===== src/rtl/ad7476a_sample_scheduler.sv =====
// ad7476a_sample_scheduler
//   Shares one AD7476A interface block among NUM_CLIENTS requesters. Requests
//   are latched into a pending mask, granted round-robin, and each grant runs
//   exactly one ADC conversion. Results come back tagged with the client index.
//
// Parameters
//   NUM_CLIENTS     number of requesters (2..16)
//   TIMEOUT_CYCLES  watchdog limit in clk_i cycles (timeout build only)
//   CLIENT_W        derived client index width
//
// Ports
//   clk_i, rst_ni      clock, asynchronous active-low reset
//   req_i              one-cycle request pulse per client
//   pending_o          latched, not-yet-granted requests
//   busy_o             high whenever the FSM is not IDLE
//   sample_valid_o     one-cycle result strobe
//   sample_data_o      12-bit result
//   sample_client_o    client owning the result (or the abandoned request)
//   timeout_o          one-cycle strobe when a conversion is abandoned
//   adc_request_o      to ADC request_i
//   adc_cs_n_i         from ADC cs_n_o
//   adc_data_i         from ADC data_o
//   adc_data_valid_i   from ADC data_valid_o
//
// Build option
//   AD7476A_SCHED_TIMEOUT_EN  adds a watchdog over ISSUE/BUSY; when undefined
//                             timeout_o is tied low and the FSM waits forever.

module ad7476a_sample_scheduler #(
  parameter int NUM_CLIENTS    = 4,
  parameter int TIMEOUT_CYCLES = 1024,
  localparam int CLIENT_W      = $clog2(NUM_CLIENTS)
) (
  input  logic                   clk_i,
  input  logic                   rst_ni,
  input  logic [NUM_CLIENTS-1:0] req_i,
  output logic [NUM_CLIENTS-1:0] pending_o,
  output logic                   busy_o,
  output logic                   sample_valid_o,
  output logic [11:0]            sample_data_o,
  output logic [CLIENT_W-1:0]    sample_client_o,
  output logic                   timeout_o,
  output logic                   adc_request_o,
  input  logic                   adc_cs_n_i,
  input  logic [11:0]            adc_data_i,
  input  logic                   adc_data_valid_i
);

  typedef enum logic [1:0] {IDLE, ISSUE, BUSY, DELIVER} state_t;

  state_t                 state_reg;
  logic [NUM_CLIENTS-1:0] pending_reg;
  logic [NUM_CLIENTS-1:0] pending_next;
  logic [NUM_CLIENTS-1:0] grant_clear;
  logic [CLIENT_W-1:0]    rr_ptr_reg;
  logic [CLIENT_W-1:0]    cur_client_reg;
  logic [CLIENT_W-1:0]    sample_client_reg;
  logic [11:0]            sample_data_reg;
  logic [CLIENT_W-1:0]    grant_idx;
  logic [CLIENT_W-1:0]    rr_ptr_next;
  logic                   grant_found;
  logic                   timeout_hit;

  // Round-robin pick: lowest pending index at or above rr_ptr, else lowest
  // pending index overall. Scanning downward lets the lowest match win.
  always_comb begin
    logic                found_hi;
    logic [CLIENT_W-1:0] idx_hi;
    logic [CLIENT_W-1:0] idx_any;
    found_hi    = 1'b0;
    grant_found = 1'b0;
    idx_hi      = '0;
    idx_any     = '0;
    for (int i = NUM_CLIENTS - 1; i >= 0; i--) begin
      if (pending_reg[i]) begin
        grant_found = 1'b1;
        idx_any     = CLIENT_W'(i);
        if (CLIENT_W'(i) >= rr_ptr_reg) begin
          found_hi = 1'b1;
          idx_hi   = CLIENT_W'(i);
        end
      end
    end
    grant_idx   = found_hi ? idx_hi : idx_any;
    rr_ptr_next = (grant_idx == CLIENT_W'(NUM_CLIENTS - 1)) ? '0 : grant_idx + CLIENT_W'(1);
    grant_clear = '0;
    if (state_reg == IDLE && grant_found) begin
      grant_clear[grant_idx] = 1'b1;
    end
  end

  // A new request on the bit being granted survives the clear (set wins).
  for (genvar gi = 0; gi < NUM_CLIENTS; gi++) begin : g_pending
    assign pending_next[gi] = req_i[gi] | (pending_reg[gi] & ~grant_clear[gi]);
  end

`ifdef AD7476A_SCHED_TIMEOUT_EN
  localparam int TO_W = $clog2(TIMEOUT_CYCLES + 1);

  logic [TO_W-1:0] to_cnt_reg;
  logic            timeout_reg;

  // Counter is held at zero in IDLE, so it starts from zero on ISSUE entry;
  // the abandon happens once the FSM has spent TIMEOUT_CYCLES cycles waiting.
  assign timeout_hit = (state_reg == ISSUE || state_reg == BUSY) &&
                       (to_cnt_reg == TO_W'(TIMEOUT_CYCLES - 1));

  always_ff @(posedge clk_i or negedge rst_ni) begin
    if (!rst_ni) begin
      to_cnt_reg  <= '0;
      timeout_reg <= 1'b0;
    end else begin
      timeout_reg <= timeout_hit;
      if (state_reg == ISSUE || state_reg == BUSY) begin
        to_cnt_reg <= to_cnt_reg + TO_W'(1);
      end else begin
        to_cnt_reg <= '0;
      end
    end
  end

  assign timeout_o = timeout_reg;
`else
  logic unused_timeout_cfg;

  assign unused_timeout_cfg = (TIMEOUT_CYCLES > 0);
  assign timeout_hit        = 1'b0;
  assign timeout_o          = 1'b0;
`endif

  always_ff @(posedge clk_i or negedge rst_ni) begin
    if (!rst_ni) begin
      state_reg         <= IDLE;
      pending_reg       <= '0;
      rr_ptr_reg        <= '0;
      cur_client_reg    <= '0;
      sample_client_reg <= '0;
      sample_data_reg   <= '0;
    end else begin
      pending_reg <= pending_next;
      case (state_reg)
        IDLE: begin
          if (grant_found) begin
            cur_client_reg <= grant_idx;
            rr_ptr_reg     <= rr_ptr_next;
            state_reg      <= ISSUE;
          end
        end
        ISSUE: begin
          // Leaving ISSUE as soon as CS is seen low drops the request line,
          // so the ADC block runs a single conversion.
          if (timeout_hit) begin
            sample_client_reg <= cur_client_reg;
            state_reg         <= IDLE;
          end else if (!adc_cs_n_i) begin
            state_reg <= BUSY;
          end
        end
        BUSY: begin
          if (timeout_hit) begin
            sample_client_reg <= cur_client_reg;
            state_reg         <= IDLE;
          end else if (adc_data_valid_i) begin
            sample_data_reg   <= adc_data_i;
            sample_client_reg <= cur_client_reg;
            state_reg         <= DELIVER;
          end
        end
        DELIVER: state_reg <= IDLE;
        default: state_reg <= IDLE;
      endcase
    end
  end

  // Strobes and status come from the state register only.
  assign busy_o          = (state_reg != IDLE);
  assign adc_request_o   = (state_reg == ISSUE);
  assign sample_valid_o  = (state_reg == DELIVER);
  assign pending_o       = pending_reg;
  assign sample_data_o   = sample_data_reg;
  assign sample_client_o = sample_client_reg;

endmodule

===== config.mk =====
export PLATFORM = sky130hd
export DESIGN_NAME = ad7476a_sample_scheduler
export DESIGN_NICKNAME = d
export VERILOG_FILES = /design/src/rtl/ad7476a_sample_scheduler.sv
export SDC_FILE = /design/constraint.sdc
export NUM_CORES = 1
export LEC_CHECK = 0
export ABC_AREA = 1
export CAP_MARGIN = 15
export CELL_PAD_IN_SITES_DETAIL_PLACEMENT = 1
export CELL_PAD_IN_SITES_GLOBAL_PLACEMENT = 1
export CORE_MARGIN = 3
export CORE_UTILIZATION = 36
export CTS_CLUSTER_SIZE = 25
export DETAILED_ROUTE_END_ITERATION = 16
export PLACE_DENSITY = 0.89
export SLEW_MARGIN = 40
export SYNTH_ARGS = -nofsm -noshare
export SYNTH_HDL_FRONTEND = slang
export SYNTH_SLANG_ARGS = --single-unit

===== constraint.sdc =====
create_clock -name clk_i -period 2.35 [get_ports clk_i]
set_input_delay 0.47 -clock clk_i [delete_from_list [all_inputs] [get_ports clk_i]]
set_output_delay 0.47 -clock clk_i [all_outputs]
set_load 0.02 [all_outputs]

======== Yosys cells after proc, flatten, opt, wreduce, memory -nomap -nowiden ========
Index checks and enable logic that the tools add are counted.
storage, ports and cells
  bits of input ports ..................... 20
  bits in registers ....................... 24
  logic and storage cells ................. 72
  output and inout port bits .............. 22
operators by class
  reductions and logical operators ........ 7
  muxes and demuxes ....................... 33
  $lt $le $gt $ge ......................... 6
  eq/ne operators ......................... 7
  bitwise gates (word level) .............. 12
  add/sub/neg operators ................... 1
operators by type and width
  cell                 number
  $mux 2               17
  $mux 1               13
  $pmux 2 s4           1
  $eq 2x2->1 const B   3
  $ne 2x2->1 const B   3
  $and 1x1->1          4
  $ge 1x2->1 const A   2
  $ge 2x2->1 const A   2
  $mux 4               1
  $not 1->1            4
  $or 1x1->1           4
  $reduce_and 2->1     2
  $lt 2x3->1 const B   1
  $reduce_and 3->1     1
  $add 2x1->2 const B  1
  $demux 1 s2          1
  $eq 2x1->1 const B   1
  $ge 2x1->1 const B   1
  $logic_and 1x1->1    2
  $logic_not 2->1      1
  $reduce_bool 2->1    1

======== Logic depth before layout (Yosys ltp) ========
Gate-level depths: netlist of run 1.
  depth after elaboration ................. 18
  depth in mapped cells ................... 10
  mapped depth without buffers ............ 10

======== Worst setup path after synthesis of run 1 ========
OpenSTA, ideal clock, no wires.
  path type ............................... register -> register
  start point ............................. reg pending_reg[1], in the netlist pending_o[1]
  end point ............................... reg rr_ptr_reg[1]
  period minus slack after synthesis ...... 1.524 ns
  arrival time ............................ 1.407 ns
  setup time .............................. 0.117 ns
  path slack .............................. 0.826 ns
  stages on the path, launching flop included .. 10
  path through ............................ dfrtp_1 inv_1 nor2_1 a21oi_1 nand3_1 nand2_1 inv_1 ha_1 nand2_1 nand2_1
on the way
  cells in the longest elaborated chain, start to end .. 6
  elaborated cells between the ends (all ways) .. 15
ends and longest elaborated chain
  item                                       RTL line  source
  from (decl)                                52        logic [NUM_CLIENTS-1:0] pending_reg;
  from (signal assigned)                     140       pending_reg <= pending_next;
  $mux 2 or $mux 1 (tied branches)           75        if (pending_reg[i]) begin
  $mux 2 or $mux 1 (tied branches)           78        if (CLIENT_W'(i) >= rr_ptr_reg) begin
  $mux 2 or $mux 1 (tied branches)           75
  $mux 2 (*)                                 84        grant_idx = found_hi ? idx_hi : idx_any;
  net grant_idx[0]                           59        logic [CLIENT_W-1:0] grant_idx;
  $add 2x1->2 or $eq 2x2->1 (tied branches)  85        rr_ptr_next = (grant_idx == CLIENT_W'(NUM_CLIENTS - 1)) ? '0 : grant_idx + CLIENT_W'(1);
  $mux 2 (*)                                 85
  net rr_ptr_next[1]                         60        logic [CLIENT_W-1:0] rr_ptr_next;
  to (signal assigned)                       145       rr_ptr_reg <= rr_ptr_next;
  to (decl)                                  55        logic [CLIENT_W-1:0] rr_ptr_reg;
Mark *: on every way through the listed nets, which the timed path passes. The rest lies on a longest branch.
A chain may end at the register's enable or synchronous reset.

======== Final worst setup path of run 1 ========
  start point ............................. reg state_reg[1]
  end point ............................... out adc_request_o
on the way
  cells in the longest elaborated chain, start to end .. 1
ends and longest elaborated chain
  item                    RTL line  source
  from (decl)             51        state_t state_reg;
  from (signal assigned)  133       state_reg <= IDLE;
  from (signal assigned)  146       state_reg <= ISSUE;
  from (signal assigned)  154       state_reg <= IDLE;
  $eq 2x1->1              177       assign adc_request_o = (state_reg == ISSUE);
  to (decl)               43        output logic adc_request_o,
Every way passes these cells.

==> flow_summary.ini, run 1 <==
[run_status]
status = finished clean

[critical_path]
rr_worst_depth = 9
cp_max_fo = 4
arrival_ps = 1650
r2r_slack_ps = 680
critical_path.cell_chain = inv_1 -> ha_1 -> clkdlybuf4s50_1
required_ps = 1880
reg2reg_from = pending_o[1]
max_stage_delay_ps = 600
startpoint_type = flop
end_kind = output port
rr_endpoint = rr_ptr_reg[1]
slowest_stage = clkdlybuf4s50_1
crit_type = reg -> out

[timing]
period_minus_slack_ps = 2120
fin_skew_ps = 1.40
finalCritPeriodShare_pct = 90.1
finalHoldViolations = 0
max_freq_mhz = 472
rsz0062_at_grt = false
whs_ps = 496
slew_viol_final = 0
finalSetupTns_ps = 0
setup_violations = 0

[yosys]
syn_nets = 142
ys_seq_area_share_pct = 49.2
synth-seq-cells = 24
ys_warn_count = 0
syn_inst = 113
syn_avg_cell_area_um2 = 10.8
ys_types = 22
synthesis.area_mm2 = 0.00122

[final_layout]
drive_above_1_share_pct = 16.0
largest_reg_flops = 12
antennaDiodeCount = 0
design_area_mm2 = 0.00170
fin_util_pct = 54.0
fillCellCount = 361
multi_input_area_um2 = 557
area_delta_synth_final_pct = 39.5
finalNetCount = 186
regArea_um2 = 601

[global_routing]
top_usage_layer = met2
grt_use_met3_pct = 2.81
gr-usage-all-layers_pct = 14.4
grt_pass1_vias = 986
met2_usage_pct = 24.2
grt_max_degree = 25
antenna_found_initial = 0
met1_usage_pct = 18.2
grt_pass1_wl_um = 4620
grt_overflow_total = 0

[clock_tree]
path_clk_slew_ps = 130
tritoncts = yes
h-tree-depth = 1
post-cts-setup-buffer-count = 0
cts_hold_buffers = 0
cts_max_path_buffers = 2
clk_latency_ps = 320
post_cts_resized = 0
cts-root-buf = clkbuf_4
cts_inserted_buffers = 3
cts_sinks = 24

[worst_hold_path]
hp-class = in -> async

[place]
place_hpwl_um = 2120
place_congestion = 0.776
placed_area_mm2 = 0.00167
io_buffer_count = 40

[routing]
drt_iter0_markers = 24
wl_um = 2710
routed_via_density = 4.60
firstDrtPassIters = 4
drc = 0
antenna_left = 0
wire_per_inst_um = 13.5
vias = 919

[flow_run]
maxCapViolations = 0

[floorplan]
die_h_um = 64.2
start_util_pct = 38.7
design.die.area_mm2 = 0.00413
die_w_um = 64.2
io_pins = 42
core.rowCount = 20
coreArea_mm2 = 0.00315

[power_and_ir_drop]
irDropWorstVdd_uv = 538
total_power_uw = 2370
p_leak_uw = 0.000823
power_density_mw_per_mm2 = 1390
## kinds of logic (layout without fill, tap and decap cells)
group                      after synthesis  count (layout)  synth area share (%)
AOI/OAI and AO/OA                       11              11                  6.86
adders and majority gates                9               9                  9.22
buffers and inverters                   14              57                  5.23
DFF                                     24              24                  49.2
muxes                                   14              14                  16.0
other                                    1               1                 0.307
and+or+nand+nor                         40              40                  13.2
## layout make-up
type,count,share of cell area [%]
Sequential cell,24,35.2
Multi-Input combinational cell,75,32.7
Timing Repair Buffer,41,24.1
Tap cell,44,3.23
Inverter,12,2.64
Clock buffer,4,2.13
## synthesized netlist by cell type (all sizes together)
library cell  instances  area share, %
inv                  12            3.7
mux2                 14             16
buf                   2            1.5
dfrtp                24             49
conb                  1           0.31
o221ai                1           0.72
nand2                29            9.1
or2                   1           0.51
a21oi                 4            2.9
nand3                 3            1.2
ha                    9            9.2
o21ai                 2           0.82
a21o                  4            2.5
nor2                  7            2.4
## metrics by stage
stage | instances | setup WS [ps]
3_3_place_gp | 196 | 474
3_5_place_dp | 196 | 393
6_report | 200 | 233
4_1_cts | 200 | 15.1
2_1_floorplan | 113 | 826
5_1_grt | 200 | 170
## report_power, final
group          switching [uW]  leakage (uW)  internal, uW
clock                     124     0.0000210          94.8
combinational             702      0.000524           682
sequential                151      0.000278           613
## worst max-delay path: cells and delay by family (launching register included)
family	cells	cell delay (ps)
flip-flops	1	440
adder cells (fa/ha/maj)	1	170
buffers and inverters	2	720
## how the worst max path moves through the flow
stage	startpoint	end	slack (ps)	depth (start not counted)
global placement	state_reg[0]	busy_o	470	4
finish	state_reg[1]	adc_request_o	230	3
CTS	state_reg[0]	busy_o	20	4
floorplan	pending_o[1]	rr_ptr_reg[1]	830	9
detailed placement	state_reg[0]	busy_o	390	4
global route	state_reg[1]	adc_request_o	170	3
## cells in the final DEF, fill, tap and decap left out, types with 2 or more instances in the layout
master and n:
mux2_2 4, a21o_1 4, inv_1 11, nand3_1 3
mux2_4 10, clkbuf_4 3, dfrtp_1 24, a21oi_1 2
nand2_1 28, nor2_1 6, clkdlybuf4s50_1 39, ha_1 9
## layer usage
metal,vias to the layer above,part of all wire [%]
met3,5,4.8
met2,34,48
met5,-,0
met4,0,1.6
met1,433,46
li1,447,-
No activity file was read; power rests on OpenSTA's default activity.
==> run 2, diff against run 1 <==
--- a/config.mk
+++ b/config.mk
@@ -9,6 +9,7 @@
 export CAP_MARGIN = 15
 export CELL_PAD_IN_SITES_DETAIL_PLACEMENT = 1
 export CELL_PAD_IN_SITES_GLOBAL_PLACEMENT = 1
+export CORE_ASPECT_RATIO = 1.25
 export CORE_MARGIN = 3
 export CORE_UTILIZATION = 36
 export CTS_CLUSTER_SIZE = 25
==> run 2 against run 1 <==
  * Fmax down 4.5%
  * Clock-buffer cell count shrank 1
  * Die area is 0.11% higher
  * Setup slack got worse by 100 ps
  * Sequential share of layout area up 0.13 points
  * Wire length grew 2.6%
  * Critical path type unchanged
  * Critical endpoint is now busy_o
==> flow_summary.ini, run 2 (synthesis results as in run 1) <==
[critical_path]
cp_max_fo = 4
end_kind = output port
crit_type = reg -> out
rr_worst_depth = 9
required_ps = 1880
arrival_ps = 1750
startpoint_type = flop

[clock_tree]
cts_inserted_buffers = 3
tritoncts = yes
post-cts-setup-buffer-count = 0
clk_latency_ps = 260
cts_hold_buffers = 0
h-tree-depth = 1
post_cts_resized = 0
cts_max_path_buffers = 2
cts-root-buf = clkbuf_8
cts_sinks = 24
path_clk_slew_ps = 80

[power_and_ir_drop]
p_seq_share_pct = 31.9
netSwitchingFraction_pct = 40.9
clock_power_share_pct = 9.8
p_int_uw = 1420
irDropWorstVdd_uv = 664
switchingPower_uw = 979
p_leak_uw = 0.000818
power_density_mw_per_mm2 = 1410
p_comb_share_pct = 58.3

[floorplan]
start_util_pct = 37.9
die_w_um = 58.1
design.die.area_mm2 = 0.00413
core.rowCount = 23
io_pins = 42
coreArea_mm2 = 0.00322
die_h_um = 71.1

[global_routing]
gr-usage-all-layers_pct = 14.9
antenna_found_initial = 0
grt_pass1_vias = 1057
grt_overflow_total = 0
grt_pass1_wl_um = 4830
grt_max_degree = 25

[timing]
fin_skew_ps = 4.10
slew_viol_final = 0
rsz0062_at_grt = false
max_freq_mhz = 451
whs_ps = 510
finalCritPeriodShare_pct = 94.3
finalSetupTns_ps = 0
period_minus_slack_ps = 2220
finalHoldViolations = 0
setup_violations = 0

[place]
place_hpwl_um = 2220
io_buffer_count = 40
place_congestion = 0.763

[routing]
wire_per_inst_um = 14.5
vias = 926
routed_via_density = 4.82
antenna_left = 0
drc = 0
firstDrtPassIters = 5
wl_um = 2780
drt_iter0_markers = 29

[final_layout]
fin_util_pct = 52.7
finalNetCount = 186
fillCellCount = 365
antennaDiodeCount = 0
regArea_um2 = 601
largest_reg_flops = 12
drive_above_1_share_pct = 15.5
final_common_cell = clkdlybuf4s50_1
final_cell_mix = clkdlybuf4s50_1, nand2_1, dfrtp_1
area_delta_synth_final_pct = 39.0
multi_input_area_um2 = 557

[worst_hold_path]
hp-class = reg -> reg
min_delay_path_depth = 1

[flow_run]
maxCapViolations = 0

[run_status]
status = finished clean
[run 2: cell types whose count changed in the layout (fill, tap and decap cells not counted)]
cell,before,now
dlymetal6s2s_1,1,0
clkbuf_8,1,3
clkdlybuf4s50_1,39,40
clkbuf_4,3,0
[run 2: power by group through the flow]
stage	Combinational (uW)	Clock (uW)	Sequential (uW)
finish	1400	234	765
global route	1540	260	798
CTS	1430	245	766
detailed placement	1410	0	774
global placement	1350	0	754
floorplan	690	0	930
[run 2: final timing paths]
kind,slack (ps),start,endpoint
min in group asynchronous,570,rst_ni,sample_data_o[6]
min,510,sample_client_o[0],sample_client_o[0]
max reg2reg,730,pending_o[1],rr_ptr_reg[1]
min reg2reg,510,sample_client_o[0],sample_client_o[0]
max,130,state_reg[0],busy_o
max in group asynchronous,1550,rst_ni,pending_o[3]
[run 2: critical path, stage by stage, from the launching register on]
cell	delay (ps)
dfrtp_1	400
inv_1	100
ha_1	240
inv_1	120
clkdlybuf4s50_1	620
[run 2: per-layer routing]
metal  wire, um  track usage [%]
met1       1080             17.1
met2       1540             27.4
met3        122             2.74
met4         36             4.64
met5          0                0
[run 2: through the flow]
stage | power (uW) | cell area [um^2] | setup WS [ps] | cells
2_1_floorplan | 1620 | 1220 | 826 | 113
3_3_place_gp | 2100 | 1660 | 476 | 189
3_5_place_dp | 2190 | 1660 | 413 | 189
4_1_cts | 2440 | 1700 | 116 | 192
5_1_grt | 2600 | 1700 | 2.75 | 192
6_report | 2390 | 1700 | 133 | 192
[run 2: final cells by class]
type	instances	share of cell area [%]
inverter	12	2.65
clock buffer	3	2.43
tap	37	2.73
multi-input combinational	75	32.8
timing repair buffer	41	24.0
sequential	24	35.4
